==> config.mk <==
export PLATFORM = sky130hd
export DESIGN_NAME = lcd_char_stream
export DESIGN_NICKNAME = d
export VERILOG_FILES = /design/src/rtl/lcd_pkg.sv /design/src/rtl/lcd_bus_tx.sv /design/src/rtl/lcd_char_stream.sv
export SDC_FILE = /design/constraint.sdc
export NUM_CORES = 1
export LEC_CHECK = 0
export ABC_AREA = 1
export CORE_UTILIZATION = 45
export DETAILED_ROUTE_END_ITERATION = 7
export PLACE_DENSITY_LB_ADDON = 0.12
export SLEW_MARGIN = 20
export SYNTH_ARGS = -nofsm -noshare
export SYNTH_HDL_FRONTEND = slang
export SYNTH_HIERARCHICAL = 1
export SYNTH_SLANG_ARGS = --single-unit
==> constraint.sdc <==
create_clock -name clk -period 2.5 [get_ports clk]
set_input_delay 0.5 -clock clk [delete_from_list [all_inputs] [get_ports clk]]
set_output_delay 0.5 -clock clk [all_outputs]
set_load 0.01 [all_outputs]
==> src/rtl/lcd_pkg.sv <==
// Shared state types, HD44780 command codes and the power-on init ROM
// for the character-LCD stream driver.
package lcd_pkg;

   typedef enum logic [2:0] {PWR_WAIT, INIT, IDLE, XFER, EXEC_WAIT, FIX_ADDR} state_t;
   typedef enum logic [1:0] {TX_IDLE, TX_SETUP, TX_PULSE, TX_HOLD} tx_phase_t;
   typedef enum logic [1:0] {WAIT_CMD, WAIT_CLR, WAIT_WAKE} wait_kind_t;

   typedef struct packed {
      logic [7:0] code;
      logic       single;
      wait_kind_t kind;
   } init_step_t;

   localparam logic [7:0] CMD_CLEAR     = 8'h01;
   localparam logic [7:0] CMD_HOME      = 8'h02;
   localparam logic [7:0] CMD_ENTRY     = 8'h06;
   localparam logic [7:0] CMD_DISP_ON   = 8'h0C;
   localparam logic [7:0] CMD_DISP_OFF  = 8'h08;
   localparam logic [7:0] CMD_FS4       = 8'h28;
   localparam logic [7:0] CMD_FS8       = 8'h38;
   localparam logic [7:0] CMD_SET_DDRAM = 8'h80;
   localparam logic [7:0] LINE1_BASE    = 8'h40;
   localparam logic [7:0] CMD_WAKE      = 8'h30;
   localparam logic [7:0] CMD_WAKE4     = 8'h20;
   localparam logic [7:0] CHAR_NL       = 8'h0A;

   localparam int INIT_LEN   = 9;
   // Wait after the first wake-up, in 1 us ticks (4.1 ms).
   localparam int WAKE_TICKS = 4100;

   // Full 4-bit init sequence; 8-bit mode skips index 3 (the 0x2 nibble).
   function automatic init_step_t init_step(input logic [3:0] idx, input logic bus4);
      init_step_t s;
      s.code   = CMD_WAKE;
      s.single = 1'b1;
      s.kind   = WAIT_CMD;
      case (idx)
         4'd0: s.kind = WAIT_WAKE;
         4'd1, 4'd2: s.kind = WAIT_CMD;
         4'd3: s.code = CMD_WAKE4;
         4'd4: begin s.code = bus4 ? CMD_FS4 : CMD_FS8; s.single = 1'b0; end
         4'd5: begin s.code = CMD_DISP_OFF; s.single = 1'b0; end
         4'd6: begin s.code = CMD_CLEAR; s.single = 1'b0; s.kind = WAIT_CLR; end
         4'd7: begin s.code = CMD_ENTRY; s.single = 1'b0; end
         default: begin s.code = CMD_DISP_ON; s.single = 1'b0; end
      endcase
      return s;
   endfunction

endpackage

==> src/rtl/lcd_bus_tx.sv <==
// Drives one LCD write: setup / E-high / hold, one tick each, repeated for the
// low nibble in 4-bit mode. Pulses done after the final hold.
module lcd_bus_tx
   import lcd_pkg::*;
#(
   parameter int BUS_WIDTH = 4
) (
   input  logic                 clk,
   input  logic                 rst,
   input  logic                 tick,
   input  logic                 start,
   input  logic                 rs,
   input  logic                 single,
   input  logic [7:0]           data,
   output logic                 done,
   output logic                 lcd_rs,
   output logic                 lcd_e,
   output logic [BUS_WIDTH-1:0] lcd_db
);

   tx_phase_t  phase;
   logic [3:0] low_nib;
   logic       second;

   // "single" limits a 4-bit write to the high nibble (init wake-ups).
   always_ff @(posedge clk or posedge rst) begin
      if (rst) begin
         phase   <= TX_IDLE;
         low_nib <= '0;
         second  <= 1'b0;
         done    <= 1'b0;
         lcd_rs  <= 1'b0;
         lcd_e   <= 1'b0;
         lcd_db  <= '0;
      end else begin
         done <= 1'b0;
         case (phase)
            TX_IDLE: begin
               if (start) begin
                  lcd_rs  <= rs;
                  low_nib <= data[3:0];
                  if (BUS_WIDTH == 8) begin
                     lcd_db <= BUS_WIDTH'(data);
                     second <= 1'b0;
                  end else begin
                     lcd_db <= BUS_WIDTH'(data[7:4]);
                     second <= !single;
                  end
                  phase <= TX_SETUP;
               end
            end
            TX_SETUP: begin
               if (tick) begin
                  lcd_e <= 1'b1;
                  phase <= TX_PULSE;
               end
            end
            TX_PULSE: begin
               if (tick) begin
                  lcd_e <= 1'b0;
                  phase <= TX_HOLD;
               end
            end
            TX_HOLD: begin
               if (tick) begin
                  if (second) begin
                     second <= 1'b0;
                     lcd_db <= BUS_WIDTH'(low_nib);
                     phase  <= TX_SETUP;
                  end else begin
                     done  <= 1'b1;
                     phase <= TX_IDLE;
                  end
               end
            end
            default: phase <= TX_IDLE;
         endcase
      end
   end

endmodule

==> src/rtl/lcd_char_stream.sv <==
// HD44780 character stream driver: power-on init, byte handshake, cursor
// tracking with line wrap / newline and automatic DDRAM address fix-ups.
module lcd_char_stream
   import lcd_pkg::*;
#(
   parameter int BUS_WIDTH = 4,
   parameter int COLS      = 16,
   parameter int ROWS      = 2,
   parameter int TICK_DIV  = 50,
   parameter int PWR_TICKS = 15000,
   parameter int CMD_TICKS = 40,
   parameter int CLR_TICKS = 1600
) (
   input  logic                 clk,
   input  logic                 rst,
   input  logic                 in_valid,
   input  logic [7:0]           in_data,
   input  logic                 in_is_cmd,
   output logic                 in_ready,
   output logic                 init_done,
   output logic                 lcd_rs,
   output logic                 lcd_rw,
   output logic                 lcd_e,
   output logic [BUS_WIDTH-1:0] lcd_db,
   output logic                 cur_row,
   output logic [5:0]           cur_col
);

   localparam int PRE_W    = (TICK_DIV > 1) ? $clog2(TICK_DIV) : 1;
   localparam int W1       = (PWR_TICKS > WAKE_TICKS) ? PWR_TICKS : WAKE_TICKS;
   localparam int W2       = (CLR_TICKS > CMD_TICKS) ? CLR_TICKS : CMD_TICKS;
   localparam int WAIT_MAX = (W1 > W2) ? W1 : W2;
   localparam int CNT_W    = $clog2(WAIT_MAX + 1);
   localparam int STEPS    = (BUS_WIDTH == 4) ? INIT_LEN : INIT_LEN - 1;

   function automatic logic [CNT_W-1:0] ticks_for(input wait_kind_t k);
      case (k)
         WAIT_CLR:  return CNT_W'(CLR_TICKS);
         WAIT_WAKE: return CNT_W'(WAKE_TICKS);
         default:   return CNT_W'(CMD_TICKS);
      endcase
   endfunction

   state_t           state;
   logic [PRE_W-1:0] pre;
   logic             tick;
   logic [CNT_W-1:0] wait_cnt;
   logic [CNT_W-1:0] wait_len;
   logic [3:0]       step;
   logic [3:0]       rom_idx;
   init_step_t       rom_step;
   logic             fix_pending;
   logic             next_row;
   logic             tx_start;
   logic             tx_rs;
   logic             tx_single;
   logic [7:0]       tx_data;
   logic             tx_done;

   assign lcd_rw   = 1'b0;
   assign tick     = (pre == PRE_W'(TICK_DIV - 1));
   assign rom_idx  = (BUS_WIDTH == 8 && step >= 4'd3) ? step + 4'd1 : step;
   assign rom_step = init_step(rom_idx, BUS_WIDTH == 4);
   assign next_row = (ROWS == 2) ? ~cur_row : 1'b0;

   always_ff @(posedge clk or posedge rst) begin
      if (rst) pre <= '0;
      else     pre <= tick ? '0 : pre + 1'b1;
   end

   // PWR_WAIT and EXEC_WAIT share one tick counter; wait_len is loaded with the
   // duration the next wait needs when each write is launched.
   always_ff @(posedge clk or posedge rst) begin
      if (rst) begin
         state       <= PWR_WAIT;
         wait_cnt    <= '0;
         wait_len    <= CNT_W'(PWR_TICKS);
         step        <= '0;
         fix_pending <= 1'b0;
         tx_start    <= 1'b0;
         tx_rs       <= 1'b0;
         tx_single   <= 1'b0;
         tx_data     <= '0;
         in_ready    <= 1'b0;
         init_done   <= 1'b0;
         cur_row     <= 1'b0;
         cur_col     <= '0;
      end else begin
         tx_start <= 1'b0;
         case (state)
            PWR_WAIT, EXEC_WAIT: begin
               if (tick) begin
                  if (wait_cnt == wait_len - 1'b1) begin
                     wait_cnt <= '0;
                     if (!init_done)       state <= INIT;
                     else if (fix_pending) state <= FIX_ADDR;
                     else begin
                        state    <= IDLE;
                        in_ready <= 1'b1;
                     end
                  end else begin
                     wait_cnt <= wait_cnt + 1'b1;
                  end
               end
            end
            INIT: begin
               if (step == 4'(STEPS)) begin
                  init_done <= 1'b1;
                  in_ready  <= 1'b1;
                  state     <= IDLE;
               end else begin
                  tx_start  <= 1'b1;
                  tx_data   <= rom_step.code;
                  tx_rs     <= 1'b0;
                  tx_single <= rom_step.single;
                  wait_len  <= ticks_for(rom_step.kind);
                  step      <= step + 1'b1;
                  state     <= XFER;
               end
            end
            IDLE: begin
               if (in_valid && in_ready) begin
                  in_ready  <= 1'b0;
                  tx_data   <= in_data;
                  tx_rs     <= !in_is_cmd;
                  tx_single <= 1'b0;
                  wait_len  <= CNT_W'(CMD_TICKS);
                  if (!in_is_cmd && in_data == CHAR_NL) begin
                     cur_row <= next_row;
                     cur_col <= '0;
                     state   <= FIX_ADDR;
                  end else begin
                     tx_start <= 1'b1;
                     state    <= XFER;
                     if (!in_is_cmd) begin
                        if (cur_col == 6'(COLS - 1)) begin
                           cur_col     <= '0;
                           cur_row     <= next_row;
                           fix_pending <= 1'b1;
                        end else begin
                           cur_col <= cur_col + 1'b1;
                        end
                     end else if (in_data inside {CMD_CLEAR, CMD_HOME, CMD_HOME | 8'h01}) begin
                        cur_row  <= 1'b0;
                        cur_col  <= '0;
                        wait_len <= CNT_W'(CLR_TICKS);
                     end else if (in_data[7]) begin
                        cur_row <= in_data[6];
                        cur_col <= in_data[5:0];
                     end
                  end
               end
            end
            XFER: begin
               if (tx_done) state <= EXEC_WAIT;
            end
            FIX_ADDR: begin
               tx_start    <= 1'b1;
               tx_data     <= CMD_SET_DDRAM | (cur_row ? LINE1_BASE : 8'h00);
               tx_rs       <= 1'b0;
               tx_single   <= 1'b0;
               wait_len    <= CNT_W'(CMD_TICKS);
               fix_pending <= 1'b0;
               state       <= XFER;
            end
            default: state <= PWR_WAIT;
         endcase
      end
   end

   lcd_bus_tx #(.BUS_WIDTH(BUS_WIDTH)) u_tx (
      .clk    (clk),
      .rst    (rst),
      .tick   (tick),
      .start  (tx_start),
      .rs     (tx_rs),
      .single (tx_single),
      .data   (tx_data),
      .done   (tx_done),
      .lcd_rs (lcd_rs),
      .lcd_e  (lcd_e),
      .lcd_db (lcd_db)
   );

endmodule

==> results of run 1 <==
[report_power, final]
group | total, mW | switching, mW | internal, mW | leakage [nW]
clock | 0.881 | 0.426 | 0.455 | 0.0987
sequential | 1.12 | 0 | 1.12 | 0.891
combinational | 0.0656 | 0.0410 | 0.0246 | 1.53
total | 2.06 | 0.467 | 1.60 | 2.52
[flip-flops by register name, indices dropped and copies added (netlist names), 2 cells and up]
name / cells
cur_col: 6
u_tx/lcd_db: 4
wait_len: 7
pre: 6
rom_idx: 4
wait_cnt: 14
state: 3
u_tx/phase: 2
u_tx/low_nib: 4
tx_data: 8
[cell type report]
cell class	instances	area, sq um	share of cell area
multi-input cells	399	2130	0.442
flip-flops and latches	69	1730	0.359
well taps	111	139	0.0288
repair buffers	30	303	0.0628
clock inverters	7	66.3	0.0137
clock buffers	9	124	0.0257
inverters	86	328	0.0679
[worst min-delay path by stage]
stage | slack, ps | start | end | cells past startpoint
2_1_floorplan | 390 | rst | u_tx/done | 1
3_3_place_gp | 460 | u_tx/low_nib[0] | u_tx/low_nib[0] | 2
3_5_place_dp | 470 | u_tx/low_nib[1] | u_tx/low_nib[1] | 2
4_1_cts | 490 | rst | pre[2] | 2
5_1_grt | 500 | u_tx/lcd_db[1] | u_tx/lcd_db[1] | 2
6_report | 480 | u_tx/lcd_rs | u_tx/lcd_rs | 2
[tightest hold or removal path: cells and delay by family (launching register included)]
family        cells  cell delay [ps]
flops             1              350
simple gates      2               90
[layer usage]
layer | share of wire | up-vias | track usage
met5 | 0 | - | 0
met4 | 0.0099 | 0 | 0.0713
met3 | 0.033 | 8 | 0.0376
met2 | 0.46 | 62 | 0.334
met1 | 0.50 | 1648 | 0.297
li1 | - | 1853 | -
[stage by stage]
step / instance area (sq um) / power, mW / setup WS (ps) / utilization / instances
5_1_grt: 4820 / 2.16 / 229 / 0.525 / 711
2_1_floorplan: 4240 / 1.17 / 664 / - / 561
6_report: 4820 / 2.06 / 418 / 0.525 / 711
3_3_place_gp: 4630 / 1.20 / 400 / 0.504 / 695
4_1_cts: 4820 / 2.10 / 401 / 0.525 / 711
3_5_place_dp: 4630 / 1.21 / 381 / 0.504 / 695
[kinds of logic (layout without fill, tap and decap cells)]
kind of cell / count (synthesis) / in the layout / synth area share
AND/OR/NAND/NOR: 291 / 291 / 0.315
AO/OA/AOI/OAI: 69 / 69 / 0.0932
buffers and inverters: 93 / 132 / 0.0885
adder cells (fa/ha/maj): 18 / 18 / 0.0531
XOR/XNOR: 20 / 20 / 0.0413
flip-flops: 69 / 69 / 0.408
other: 1 / 1 / 0.000884
[layout by cell type (no fill, tap or decap), types with 2 or more instances in the layout]
master and n:
nand2_1 148, inv_1 75, dfrtp_1 65, nor2_1 49, nand3_1 48, clkdlybuf4s50_1 26, a21oi_1 25, o21ai_0 21
ha_1 18, xor2_1 17, inv_2 10, nor3_1 9, clkbuf_8 9, nor2_2 6, nand2_4 6, o21ai_1 5
nand2_2 5, nand3_2 4, clkinv_2 4, dfstp_2 4, xnor2_1 3, o22ai_1 3, or2_2 3, nor4_1 3
a2bb2oi_1 3, buf_4 3, nor2_4 2, nor3_2 2, a211oi_1 2, or2_0 2, nand4_1 2, o21ai_2 2
==> impl_metrics.yaml, run 1 <==
timing:
  fin_skew_ps: 9.32
  rsz0062_at_grt: "false"
  worst_hold_slack_ps: 477
  setup_tns_ps: 0
  fin_crit_ps: 2080
  slew_headroom: 0.624
  drv_slew: 0
  finalSetupViolCount: 0
  fin_crit_sh: 0.833
  hold_viol_final: 0
  fmax_mhz: 480
  worstMarginPinSlew_ps: 563
setup_path:
  worst-path-max-fanout: 12
  crit_buf_inv: 3
  cpLargestDelayFamily: "simple AND/OR/NAND/NOR gates"
  critPathArrivalTime_ps: 2290
  path_depth: 12
  cp_slowest_cell: "dfstp_2"
  worst_path_most_repeated_cell: "nor2_1"
  slowest_delay_ps: 530
  crit_end: "wait_cnt[5]"
  worstPathCellList: "inv_1, ha_1, nand2_1, inv_1, nor2_1, nand3_1, nor2_1, nand3_1, nor2_1, nand2_2, inv_2, a21oi_1"
  critPathLaunch: "wait_len[3]"
  reg2reg_to: "wait_cnt[5]"
  cp-start-kind: "register"
  worst_ep_required_time_ps: 2710
  worstReg2RegStart: "wait_len[3]"
  reg2reg_slack_ps: 420
  crit_type: "register to register"
  end_kind: "register"
  reg2regPathDepth: 12
clock_tree:
  cts_buffer_depth: 2
  path_clk_slew_ps: 80
  cts_hold_buffers: 0
  post-cts-setup-buffers: 0
  cts-root-buf: "clkbuf_8"
  cts_tree: "yes"
  cts_sinks: 69
  htree_levels: 3
  clk-insertion-delay-late_ps: 350
  numCtsBuffers: 9
  cts_resized: 0
global_routing:
  grt_pass1_wl_um: 16300
  antenna_found_initial: 0
  grt_pass1_vias: 3420
  track_usage: 0.212
  overflow: 0
  grt_max_degree: 39
logic_synthesis:
  netlist_area_sq_um: 4240
  synth_most_common_cell: "nand2_1"
  synth_commonest_cells: "148 x nand2_1, 76 x inv_1, 65 x dfrtp_1"
  syn-instance-count: 561
  synthesis.nets: 591
  yosysTopAreaCell: "dfrtp_1"
  async_flop_share: 1.00
  synth_edf_count: 0
  yosys_register_bits: 69
  ys_top_cells_by_area: "dfrtp_1 38%, nand2_1 13%, inv_1 6.7%, nand3_1 5.7%, ha_1 5.3%"
  avgSynthCellArea_sq_um: 7.56
  synth_cell_types: 44
  yosysSeqAreaShare: 0.408
  yosys_warnings: 6
  synth_top_area_share: 0.384
  ys_dominant_reg_cell: "dfrtp_1"
floorplanning:
  start_util: 0.461
  die_height_um: 99.1
  io_pins: 28
  core_area_sq_um: 9200
  rows: 35
  die_x_um: 99.1
  dieArea_sq_um: 9810
route:
  wl_per_cell_um: 13.2
  ant_nets: 0
  vias: 3571
  drtIter0Drc: 135
  drtPass1Iterations: 6
  drt-total-wl_um: 9350
  via_per_inst: 5.02
  drcViolationCount: 0
placement:
  dp_hpwl_um: 7150
  gp_congestion: 0.912
  port_buffers: 26
finish:
  drive_above_1_share: 0.110
  area_delta_synth_final_pct: 13.8
  fillers: 898
  diodes: 0
  final_nets: 625
worst_hold_path:
  hp-class: "register to register"
outcome:
  status: "finished clean"
pwr:
  p_leak_nw: 2.52
  power_density_nw_per_um2: 427
  vdd_ir_drop_max_mv: 0.294
job:
  cap_viol_max_count: 0
(Power assumes the default switching activity.)
==> inputs of run 2 (changes only) <==
clock period = 2 ns   (was 2.5 ns; I/O delays follow)
==> impl_metrics.yaml, run 2 (same netlist as run 1, synthesis figures left out) <==
setup_path:
  worst_ep_required_time_ps: 2250
  cp-start-kind: "register"
  crit_type: "register to register"
  worstReg2RegStart: "wait_len[3]"
  crit_end: "in_ready"
  reg2reg_to: "in_ready"
  critPathLaunch: "wait_len[3]"
  reg2regPathDepth: 14
  reg2reg_slack_ps: 120
  end_kind: "register"
  worst-path-max-fanout: 7
  critPathArrivalTime_ps: 2130
placement:
  dp_hpwl_um: 7430
  place_inst: 706
  gp_congestion: 0.967
  post_dp_cell_area_sq_um: 4730
  port_buffers: 26
  dp_worst_setup_slack_ps: -30.0
route:
  drcViolationCount: 0
  via_per_inst: 5.12
  vias: 3697
  drt-total-wl_um: 9720
  wl_per_cell_um: 13.5
  drtPass1Iterations: 4
  drtIter0Drc: 155
  ant_nets: 0
timing:
  fin_crit_sh: 0.942
  fin_skew_ps: 14.5
  worstMarginPinSlew_ps: 585
  setup_slack_ps: 116
  fin_crit_ps: 1880
  fmax_mhz: 531
  rsz0062_at_grt: "false"
  slew_headroom: 0.609
  worst_hold_slack_ps: 441
  finalSetupViolCount: 0
  hold_viol_final: 0
  drv_slew: 0
  setup_tns_ps: 0
finish:
  fillers: 941
  final_cell_mix: "147 x nand2_1, 74 x inv_1, 65 x dfrtp_1"
  final_nets: 636
  drive_above_1_share: 0.134
  largest_reg_flops: 14
  final_common_cell: "nand2_1"
  top_regs: "wait_cnt: 14 flops, tx_data: 8 flops, wait_len: 7 flops"
  max_flop_register: "wait_cnt"
  postLayoutCellArea_sq_um: 4980
  fin_cells: 722
  diodes: 0
  area_delta_synth_final_pct: 17.5
global_routing:
  antenna_found_initial: 0
  grt_pass1_wl_um: 16500
  track_usage: 0.214
  overflow: 0
  grt_max_degree: 25
  grt_pass1_vias: 3530
clock_tree:
  cts_buffer_depth: 2
  cts_tree: "yes"
  post-cts-setup-buffers: 0
  htree_levels: 3
  path_clk_slew_ps: 80
  cts_sinks: 69
  cts-root-buf: "clkbuf_8"
  clk-insertion-delay-late_ps: 350
  cts_hold_buffers: 0
  numCtsBuffers: 9
outcome:
  status: "finished clean"
floorplanning:
  core_area_sq_um: 9200
  dieArea_sq_um: 9810
  die_height_um: 99.1
  start_util: 0.461
  die_x_um: 99.1
  io_pins: 28
  rows: 35
pwr:
  p_leak_nw: 2.59
  power_density_nw_per_um2: 562
  vdd_ir_drop_max_mv: 0.298
job:
  cap_viol_max_count: 0
worst_hold_path:
  hp-class: "primary input to async pin"
==> run 2: cell types whose count changed in the layout (fill, tap and decap cells not counted), sizes merged <==
cell | previous run | this run
clkinvlp | 1 | 0
buf | 4 | 15
clkinv | 5 | 2
clkbuf | 9 | 11
inv | 86 | 87
bufinv | 1 | 2
==> run 2: worst min-delay path by stage <==
stage | from | end | slack [ps] | cells past startpoint
after global placement | u_tx/low_nib[1] | u_tx/low_nib[1] | 460 | 2
final | rst | u_tx/lcd_rs | 440 | 2
after detailed placement | u_tx/lcd_db[3] | u_tx/lcd_db[3] | 460 | 2
after global routing | rst | u_tx/lcd_rs | 510 | 2
after CTS | rst | u_tx/lcd_rs | 470 | 2
after floorplan | rst | u_tx/done | 290 | 1
==> run 2: area by class of cell <==
type,count,area (sq um),area share
clock buffer,11,141,0.0284
clock inverter,5,82.6,0.0166
inverter,86,330,0.0663
multi-input combinational,399,2160,0.433
sequential,69,1730,0.348
tap,111,139,0.0279
timing repair buffer,41,398,0.0799
==> run 2: through the flow <==
stage	total power, mW	util
floorplan	1.46	-
global placement	1.52	0.514
detailed placement	1.52	0.514
CTS	2.82	0.539
global route	2.89	0.542
finish	2.80	0.542
==> run 2: worst max-delay path, cell delays in order (launching register included) <==
cell and delay (ps):
dfstp_2 540, inv_2 50, ha_4 180, nand2_2 80, nand2_1 60, nand3_1 70, nand2_1 50, nor2_1 100
nand2_1 70, nor2_2 160, nand2_2 130, nand2_4 120, nand2_1 60, nand2_1 60, nand2_1 50
==> run 2: routing by layer <==
| metal | up-vias | part of all wire | global-route usage |
|---|---|---|---|
| met5 | - | 0 | 0 |
| met4 | 0 | 0.018 | 0.0848 |
| met3 | 16 | 0.029 | 0.0277 |
| met2 | 81 | 0.45 | 0.340 |
| met1 | 1720 | 0.50 | 0.296 |
| li1 | 1880 | - | - |
==> run 2: power by group <==
group          switching [mW]  internal (mW)  total, mW
Clock                   0.568          0.742       1.31
Combinational          0.0547         0.0394     0.0941
Sequential                  0           1.39       1.39
==> run 2: repair_timing <==
item / in CTS / in global routing
pin swaps: 0 / 4
setup endpoints to repair: 2 / 19
resized for setup: 1 / 7
==> variant, RTL diff (settings of run 2) <==
Change the parameter `COLS` from 16 to 8.
--- a/src/rtl/lcd_char_stream.sv
+++ b/src/rtl/lcd_char_stream.sv
@@ -6,3 +6,3 @@
    parameter int BUS_WIDTH = 4,
-   parameter int COLS      = 16,
+   parameter int COLS      = 8,
    parameter int ROWS      = 2,
Formal check against the unedited RTL: same outputs for any inputs over 10 cycles, from zero or initial values and one cycle with rst high; that may be too few to reach the edited logic, so the function may still have changed.
==> variant against run 2 <==
- area after synthesis is 0.38% lower
- wire length is 1.5% lower
- power is 3.0% higher
- non-clock buffer count is 16 higher
- critical path type unchanged
- global-route usage is 0.18 points higher
- clock skew is 0.0046 ns lower
- sequential cell count stayed put
- final cell count is 0.69% higher
- clock power is 6% higher
- design area is 2.7% higher
- setup slack worse by 0.057 ns
- sequential power hardly changed
- hold slack worse by 0.12 ns
==> variant: results <==
set metrics [dict create \
    yosys-top-cells-area "dfrtp_1, nand2_1, nand3_1, inv_1, ha_1" \
    vdd.ir_drop.worst_mv 0.356 \
    skew_ns 0.00988 \
    fin_util_pct 57.5 \
    numPortBuffers 26 \
    status "completed" \
    wl_met1_um 4900 \
    reg.largest.list "wait_cnt x14, tx_data x8, wait_len x7" \
    place.gp.congestion 0.868 \
    grt_pass1_vias 3616 \
    groute.usage.overall_pct 21.5 \
    slew-limit-headroom_pct 64.4 \
    grt_max_degree 35 \
    total_leakage_power_nw 2.62 \
    grt_pass1_wl_um 16700 \
    cp_top_family "simple AND/OR/NAND/NOR gates" \
    dr.pass1.iters 5 \
    final.fill_count 825 \
    wl_met2_um 4270 \
    wl_per_cell_um 13.2 \
    drive_above_1_share_pct 15.7 \
    hpwl_um 7280 \
    synth_fp_nets 583 \
    drt_iter0_drc 165 \
    clock_path_buffers 2 \
    final_nets 644 \
    met3_length_um 222 \
    path_max_fanout 12 \
    yosysUniqueCellTypes 45 \
    insertion_delay_ns 0.35 \
    synth-seq-area-share_pct 41.0 \
    synth_common_cells "nand2_1, inv_1, dfrtp_1, nand3_1, nor2_1" \
]
[variant: path summary, 6_finish.rpt]
kind / cells after the start / slack, ns / start / endpoint
setup / recovery: 13 / 0.06 / wait_len[3]$_DFFE_PP1P_ / wait_cnt[12]$_DFFE_PP0P_
hold / removal: 2 / 0.32 / rst / pre[0]$_DFF_PP0_
setup reg to reg: 13 / 0.06 / wait_len[3]$_DFFE_PP1P_ / wait_cnt[12]$_DFFE_PP0P_
hold reg to reg: 2 / 0.47 / u_tx/lcd_db[2]$_DFFE_PP0P_ / u_tx/lcd_db[2]$_DFFE_PP0P_
max in group asynchronous: 3 / 1.16 / rst / wait_len[3]$_DFFE_PP1P_
min in group clk: 2 / 0.47 / u_tx/lcd_db[2]$_DFFE_PP0P_ / u_tx/lcd_db[2]$_DFFE_PP0P_
[variant: worst register-to-register path, stage by stage, from the launching register on]
cell and delay, ns:
dfstp_2 0.55, inv_2 0.05, ha_4 0.21, nand2_2 0.06, inv_2 0.03, nor2_2 0.10
nand3_1 0.09, nor2_2 0.12, nand3_1 0.07, nor2_1 0.13, nand2_2 0.12, inv_2 0.09
buf_12 0.12, a21oi_1 0.07
[variant: cell type report]
type	instances	area share, %
Timing Repair Buffer	57	10.1
Tap cell	108	2.64
Sequential cell	69	33.9
Clock buffer	10	2.50
Multi-Input combinational cell	391	42.3
Clock inverter	6	2.18
Inverter	86	6.41
[variant: where the power goes]
part           total [mW]  internal (mW)  switching, mW
combinational      0.0951         0.0394         0.0557
clock                1.39          0.829          0.563
sequential           1.39           1.39              0
total                2.88           2.26          0.619
[variant: per-layer routing]
layer | up-vias | global-route usage, %
li1 | 1898 | -
met1 | 1740 | 30.2
met2 | 49 | 33.4
met3 | 14 | 3.26
met4 | 0 | 8.73
met5 | - | 0
[variant: metrics by stage]
step	cell area [um2]	worst slack (ns)	hold WS, ns	instances	setup TNS (ns)
final	5110	0.0587	0.320	727	0
after global routing	5110	-0.0279	0.335	727	-0.0991
after CTS	5060	0.0110	0.320	725	0
after detailed placement	4810	-0.0927	0.457	708	-0.890
after global placement	4810	-0.0509	0.457	708	-0.215
after floorplan	4220	0.195	0.289	553	0
[variant: kinds of logic (layout without fill, tap and decap cells)]
group	after synthesis	count (layout)	synth area share, %
AO/OA/AOI/OAI	71	71	10.1
adder cells (fa/ha/maj)	18	18	5.33
AND/OR/NAND/NOR	280	280	30.3
other	1	1	0.0888
flip-flops	69	69	41.0
XOR/XNOR	21	21	4.35
buffers and inverters	93	159	8.89
[variant: what timing repair did]
action | 4_1_cts | 5_1_grt
buffers inserted | 1 | 2
endpoints found under the setup margin | 14 | 18
gates resized for setup | 3 | 10
endpoints found under the hold margin | 0 | 0
pin swaps | 4 | 11
